<file path="src/rtl/hilo_div_unit.sv">
// HI/LO register owner with a 32-iteration restoring divider for DIV/DIVU.
// Stalls EX-stage requests that need HI/LO while a divide is in flight.
module hilo_div_unit (
    input  logic        clk,
    input  logic        rst_n,
    input  logic        start,
    input  logic        is_signed,
    input  logic [31:0] dividend,
    input  logic [31:0] divisor,
    input  logic        flush,
    input  logic        mf_req,
    input  logic        mt_we,
    input  logic        hl_sel,
    input  logic [31:0] mt_data,
    output logic [31:0] mf_data,
    output logic        busy,
    output logic        stall,
    output logic        done
);

    typedef enum logic [1:0] {IDLE, RUN, FIX} state_t;

    state_t      state, state_nxt;
    logic [31:0] hi, lo;
    logic [31:0] dvd, dsr, rem, quo;
    logic [4:0]  cnt;
    logic        dvd_neg, dsr_neg, dsr_zero;

    logic        accept, mt_write;
    logic [32:0] rem_sh;
    logic        rem_ge;
    logic [31:0] rem_sub, rem_nxt;
    logic [31:0] dividend_abs, divisor_abs;
    logic [31:0] q_fix, r_fix;

    assign accept   = (state == IDLE) & start & ~flush;
    assign mt_write = (state == IDLE) & mt_we & ~start & ~flush;

    assign busy    = (state != IDLE);
    assign stall   = busy & (start | mf_req | mt_we);
    assign mf_data = hl_sel ? hi : lo;

    assign dividend_abs = (is_signed & dividend[31]) ? (~dividend + 32'd1) : dividend;
    assign divisor_abs  = (is_signed & divisor[31])  ? (~divisor + 32'd1)  : divisor;

    // One restoring step; rem < dsr always holds, so the 32-bit difference is exact.
    assign rem_sh  = {rem, dvd[31]};
    assign rem_ge  = (rem_sh >= {1'b0, dsr});
    assign rem_sub = rem_sh[31:0] - dsr;
    assign rem_nxt = rem_ge ? rem_sub : rem_sh[31:0];

    // dvd_neg/dsr_neg are only set for DIV, so DIVU passes through unchanged.
    // With a zero divisor rem ends as |dividend|, so r_fix rebuilds the original.
    assign q_fix = (dvd_neg ^ dsr_neg) ? (~quo + 32'd1) : quo;
    assign r_fix = dvd_neg ? (~rem + 32'd1) : rem;

    always_ff @(posedge clk or negedge rst_n) begin
        if (!rst_n) state <= IDLE;
        else        state <= state_nxt;
    end

    always_comb begin
        state_nxt = state;
        case (state)
            IDLE: if (accept) state_nxt = RUN;
            RUN: begin
                if (flush)              state_nxt = IDLE;
                else if (cnt == 5'd31)  state_nxt = FIX;
            end
            FIX:     state_nxt = IDLE;
            default: state_nxt = IDLE;
        endcase
    end

    always_ff @(posedge clk or negedge rst_n) begin
        if (!rst_n) begin
            hi       <= '0;
            lo       <= '0;
            dvd      <= '0;
            dsr      <= '0;
            rem      <= '0;
            quo      <= '0;
            cnt      <= '0;
            dvd_neg  <= 1'b0;
            dsr_neg  <= 1'b0;
            dsr_zero <= 1'b0;
            done     <= 1'b0;
        end else begin
            done <= 1'b0;
            case (state)
                IDLE: begin
                    if (accept) begin
                        dvd      <= dividend_abs;
                        dsr      <= divisor_abs;
                        dvd_neg  <= is_signed & dividend[31];
                        dsr_neg  <= is_signed & divisor[31];
                        dsr_zero <= (divisor == 32'd0);
                        rem      <= '0;
                        quo      <= '0;
                        cnt      <= '0;
                    end else if (mt_write) begin
                        if (hl_sel) hi <= mt_data;
                        else        lo <= mt_data;
                    end
                end
                RUN: begin
                    if (!flush) begin
                        rem <= rem_nxt;
                        dvd <= {dvd[30:0], 1'b0};
                        quo <= {quo[30:0], rem_ge};
                        cnt <= cnt + 5'd1;
                    end
                end
                FIX: begin
                    if (!flush) begin
                        hi   <= r_fix;
                        lo   <= dsr_zero ? 32'hFFFF_FFFF : q_fix;
                        done <= 1'b1;
                    end
                end
                default: ;
            endcase
        end
    end

endmodule

</file>
<file path="config.mk">
export PLATFORM = sky130hd
export DESIGN_NAME = hilo_div_unit
export DESIGN_NICKNAME = d
export VERILOG_FILES = /design/src/rtl/hilo_div_unit.sv
export SDC_FILE = /design/constraint.sdc
export NUM_CORES = 1
export LEC_CHECK = 0
export CAP_MARGIN = 20
export CORE_MARGIN = 2
export CORE_UTILIZATION = 60
export CTS_CLUSTER_DIAMETER = 50
export DETAILED_ROUTE_END_ITERATION = 12
export GPL_ROUTABILITY_DRIVEN = 0
export GPL_TIMING_DRIVEN = 0
export PLACE_DENSITY = 0.82
export SLEW_MARGIN = 20
export SYNTH_ARGS = -nofsm -noshare
export SYNTH_HDL_FRONTEND = slang
export SYNTH_SLANG_ARGS = --single-unit
</file>
<file path="constraint.sdc">
create_clock -name clk -period 4.5 [get_ports clk]
set_input_delay 1.35 -clock clk [delete_from_list [all_inputs] [get_ports clk]]
set_output_delay 1.35 -clock clk [all_outputs]
set_load 0.005 [all_outputs]
</file>
; Yosys cells after proc, flatten, opt, wreduce, memory -nomap -nowiden
; Cells that the tools add are included.
[word_totals]
register_bits = 203
input_bits = 104
output_inout_bits = 35
elab_cells = 91
[classes]
add_sub_neg = 6
n_lt_le_gt_ge = 1
eq_ne = 11
n_mux = 34
n_bitwise = 17
reduce_logical = 10
[ops]
columns = op, count
row1 = $mux W32, 20
row2 = $pmux W32 S2, 5
row3 = $add A32 B1 Y32 const B, 4
row4 = $not A32 Y32, 4
row5 = $ge A33 B32 Y1, 1
row6 = $logic_not A32 Y1, 1
row7 = $sub A32 B32 Y32, 1
row8 = $ne A2 B2 Y1 const B, 7
row9 = $mux W5, 2
row10 = $pmux W5 S2, 1
row11 = $reduce_and A5 Y1, 2
row12 = $and A1 B1 Y1, 8
row13 = $mux W2, 3
row14 = $reduce_bool A2 Y1, 3
row15 = $add A5 B1 Y5 const B, 1
row16 = $eq A5 B5 Y1 const B, 1
row17 = $pmux W2 S2, 1
row18 = $reduce_and A2 Y1, 2
row19 = $ne A3 B3 Y1 const B, 1
row20 = $reduce_and A3 Y1, 1
row21 = $eq A2 B1 Y1 const B, 1
row22 = $eq A2 B2 Y1 const B, 1
row23 = $logic_not A2 Y1, 1
row24 = $mux W1, 2
row25 = other kinds (3), 5

; Longest topological paths before layout
[logic_depth]
ltp_word = 7
ltp_mapped = 14
mapped_depth_nobuf = 13

; Worst setup path after synthesis
; No wires, ideal clock.
[synth_path]
kind = input to output
from = input hl_sel
to = output mf_data[10]
t_arrival_ns = 2.282
required_time_ns = 3.150
slack_ns = 0.868
stages = 3
n_path_buf = 2
path_cell_list = clkbuf_1 clkbuf_1 mux2_2
[synth_between]
elab_chain_cells = 1
[synth_rtl]
columns = item, line
row1 = from (decl), 13  ; input logic hl_sel,
row2 = $mux W32, 41  ; assign mf_data = hl_sel ? hi : lo;
row3 = to (decl), 15  ; output logic [31:0] mf_data,
; No other way between the ends.

; Worst setup path after layout
[layout_path]
from = input hl_sel
to = output mf_data[27]
; The elaborated chain is that of the path after synthesis.

==> impl_metrics.tcl <==
set metrics [dict create \
    hp-class "flop to flop" \
    setup_violations 0 \
    netlist_top_cells_area "dfrtp_1 39%, o21ai_0 8.0%, nand2_1 6.5%" \
    multi_input_area_mm2 0.00750 \
    initial_utilization_pct 60.6 \
    cpPeakStageDelay_ps 480 \
    seq_power_share_pct 36.2 \
    power.leakage_nw 6.94 \
    synth-xor-area-share_pct 9.46 \
    drc 0 \
    power.total_mw 6.59 \
    async_reset_ff_share_pct 100 \
    synthCells 1566 \
    combPwrFrac_pct 33.9 \
    critPathArrivalTime_ps 3030 \
    synthSimpleGateAreaFrac_pct 17.9 \
    clkTransAtPathRegs_ps 60 \
    swShare_pct 35.2 \
    num-fill-cells 1661 \
    layout_commonest_cell "nand2_1" \
    rsz0062_at_grt "false" \
    pre_cts_slack_ps -69.6 \
    outcome "finished clean" \
    grt_pass1_wl_um 60200 \
    post-dp-hpwl_um 28200 \
    place_inst 1986 \
    cts_sinks 203 \
    h-tree-depth 1 \
    max_freq_ghz 0.228 \
    yosysSeqAreaShare_pct 38.6 \
    drv_cap 0 \
    vias_per_cell 6.14 \
    yosys.area.top_type "dfrtp_1" \
    die_h_um 152 \
    slew_headroom_pct 28.4 \
    ys_ff_latch 203 \
    seqCellArea_mm2 0.00508 \
    postSynthAreaPerCell_um2 8.40 \
    maxSlewViolCount 0 \
    io_pins 139 \
    setup_ws_ps 122 \
    start_kind "input pin" \
    intPower_mw 4.27 \
    cts_tree "built" \
    ant_nets 0 \
    crit_family "buffers and inverters" \
    synthAdderAreaFrac_pct 3.77 \
    layout-drive-gt1-share_pct 6.17 \
    synth_compound_area_share_pct 22.3 \
    skew_ps 20.4 \
    die_area_mm2 0.0231 \
    power_density_mw_per_mm2 418 \
    netlist.area_leader.share_pct 38.6 \
    routedWlPerCell_um 18.2 \
    synth_top_flop_cell "dfrtp_1" \
    cts_root_buf "clkbuf_16" \
    tightestPinTransition_ps 1060 \
    core-area_mm2 0.0217 \
    fin_crit_ps 4380 \
    port_buffers 137 \
    num_rows 54 \
    power_frac_clock_pct 30.0 \
    clock_path_buffers 3 \
    hold_buffers 0 \
    grt-ovfl-total 0 \
    p_sw_mw 2.32 \
    synth_cell_types 69 \
    grt_use_total_pct 31.3 \
    crit_buf_inv 3 \
    cts_buffers 24 \
    grt_max_degree 85 \
    syn_nets 1709 \
    syn_area_mm2 0.0132 \
    holdWs_ps 476 \
    antenna_found_initial 0 \
    synth_edf_count 0 \
    first_global_vias 12000 \
    final_cell_mix "227 x nand2_1, 211 x o21ai_0, 203 x dfrtp_1" \
    synthMuxAreaShare_pct 3.58 \
    finalHoldViolations 0 \
    stdcell_count 2030 \
    worstPathMaxFanout 10 \
    timing.final.crit_share_pct 97.3 \
    antennaDiodeCount 0 \
    crit_type "input pin to output port" \
    fin_setup_tns_ps 0 \
    yosys_warnings 0 \
    synth_top_family_by_area "compound AO/OA/AOI/OAI gates" \
    cpMaxStageDelayCell "clkdlybuf4s50_1" \
    area_growth_pct 19.8 \
    routed_wirelength_um 36900 \
    worstSetupEndpointType "output port" \
    crit_required_ps 3150 \
    vias 12500 \
    dr.first_iter.drc_count 806 \
    irDropWorstVdd_uv 254 \
    nets 1875 \
    die_w_um 152 \
    clock_latency_ps 530 \
    path_cells "clkbuf_1, clkbuf_2, mux2_2, clkdlybuf4s50_1" \
    firstDrtPassIters 5 \
]
[metal layers]
metal	track usage (%)	wire length, µm	up-vias
met4	10.6	1170	0
met5	0	0	-
li1	-	-	5938
met3	4.14	2880	102
met2	51.8	17200	553
met1	42.7	15600	5863
[final cells by class]
type                    instances  area share [%]
plain buffers                  99            2.43
well taps                     280            2.22
multi-input cells            1213            47.6
flip-flops and latches        203            32.2
clock buffers                  34            4.30
inverters                      51            1.22
clock inverters                10           0.810
repair buffers                140            9.13
[cell families after synthesis]
logic type	Yosys count
XOR/XNOR	142
AND/OR/NAND/NOR	513
buffers and inverters	150
AO/OA/AOI/OAI	476
multiplexers	43
adder cells (fa/ha/maj)	39
flip-flops	203
[cells in the mapped netlist, drive strengths merged, types with 7 or more instances]
cell type	count
a21o	7
and3	9
xor2	75
clkbuf	81
or4	10
nand3	71
inv	51
mux2	32
nor3	16
nor4	17
dfrtp	203
or3	14
nor2	101
a32oi	10
a31oi	7
mux2i	11
o31ai	27
nand2b	20
o22ai	30
buf	18
o21ai	216
nand4	7
o41ai	15
nand2	228
xnor2	67
nor3b	7
a21oi	93
ha	38
a22o	32
[final timing paths]
check,from,to,slack [ps],depth (start not counted)
worst max-delay path,hl_sel,mf_data[27],120,4
worst min register to register,hi[12],hi[12],480,2
min in group asynchronous,rst_n,hi[7],730,1
max in group asynchronous,rst_n,dsr[30],3000,2
worst min-delay path,hi[12],hi[12],480,2
worst max register to register,rem[3],rem[27],940,10
[timing repair]
| item | 4_1_cts | 5_1_grt |
|---|---|---|
| resized for setup | 2 | 2 |
| hold endpoints to repair | 0 | 0 |
| pin swaps | 0 | 0 |
| endpoints found under the setup margin | 19 | 10 |
| buffers inserted | 0 | 0 |
| cloned | 0 | 0 |
[tightest hold or removal path, stage by stage (launching register included)]
cell	delay, ps
dfrtp_1	340
nand2_1	40
o21ai_0	60
[power groups by stage]
stage               clock network [mW]  registers [mW]  logic (mW)
floorplan                            0            2.32        1.48
finish                            1.98            2.38        2.23
global route                      2.04            2.42        2.47
detailed placement                   0            2.40        2.19
global placement                     0            2.38        2.12
CTS                               1.98            2.37        2.20
[through the flow]
stage / cell area (µm²) / util [%]
after floorplan: 13200 / -
after global placement: 14900 / 68.6
after detailed placement: 14900 / 68.9
after CTS: 15800 / 72.6
after global routing: 15800 / 72.6
final: 15800 / 72.6
[flip-flops by register name, summed over array words and instances, names as in the netlist]
signal    flops
cnt           5
hi           32
dvd_neg       1
dsr_neg       1
state         2
rem          32
done          1
dsr          32
dvd          32
lo           32
dsr_zero      1
quo          32
Note: power is estimated with default switching activity, not from simulation.
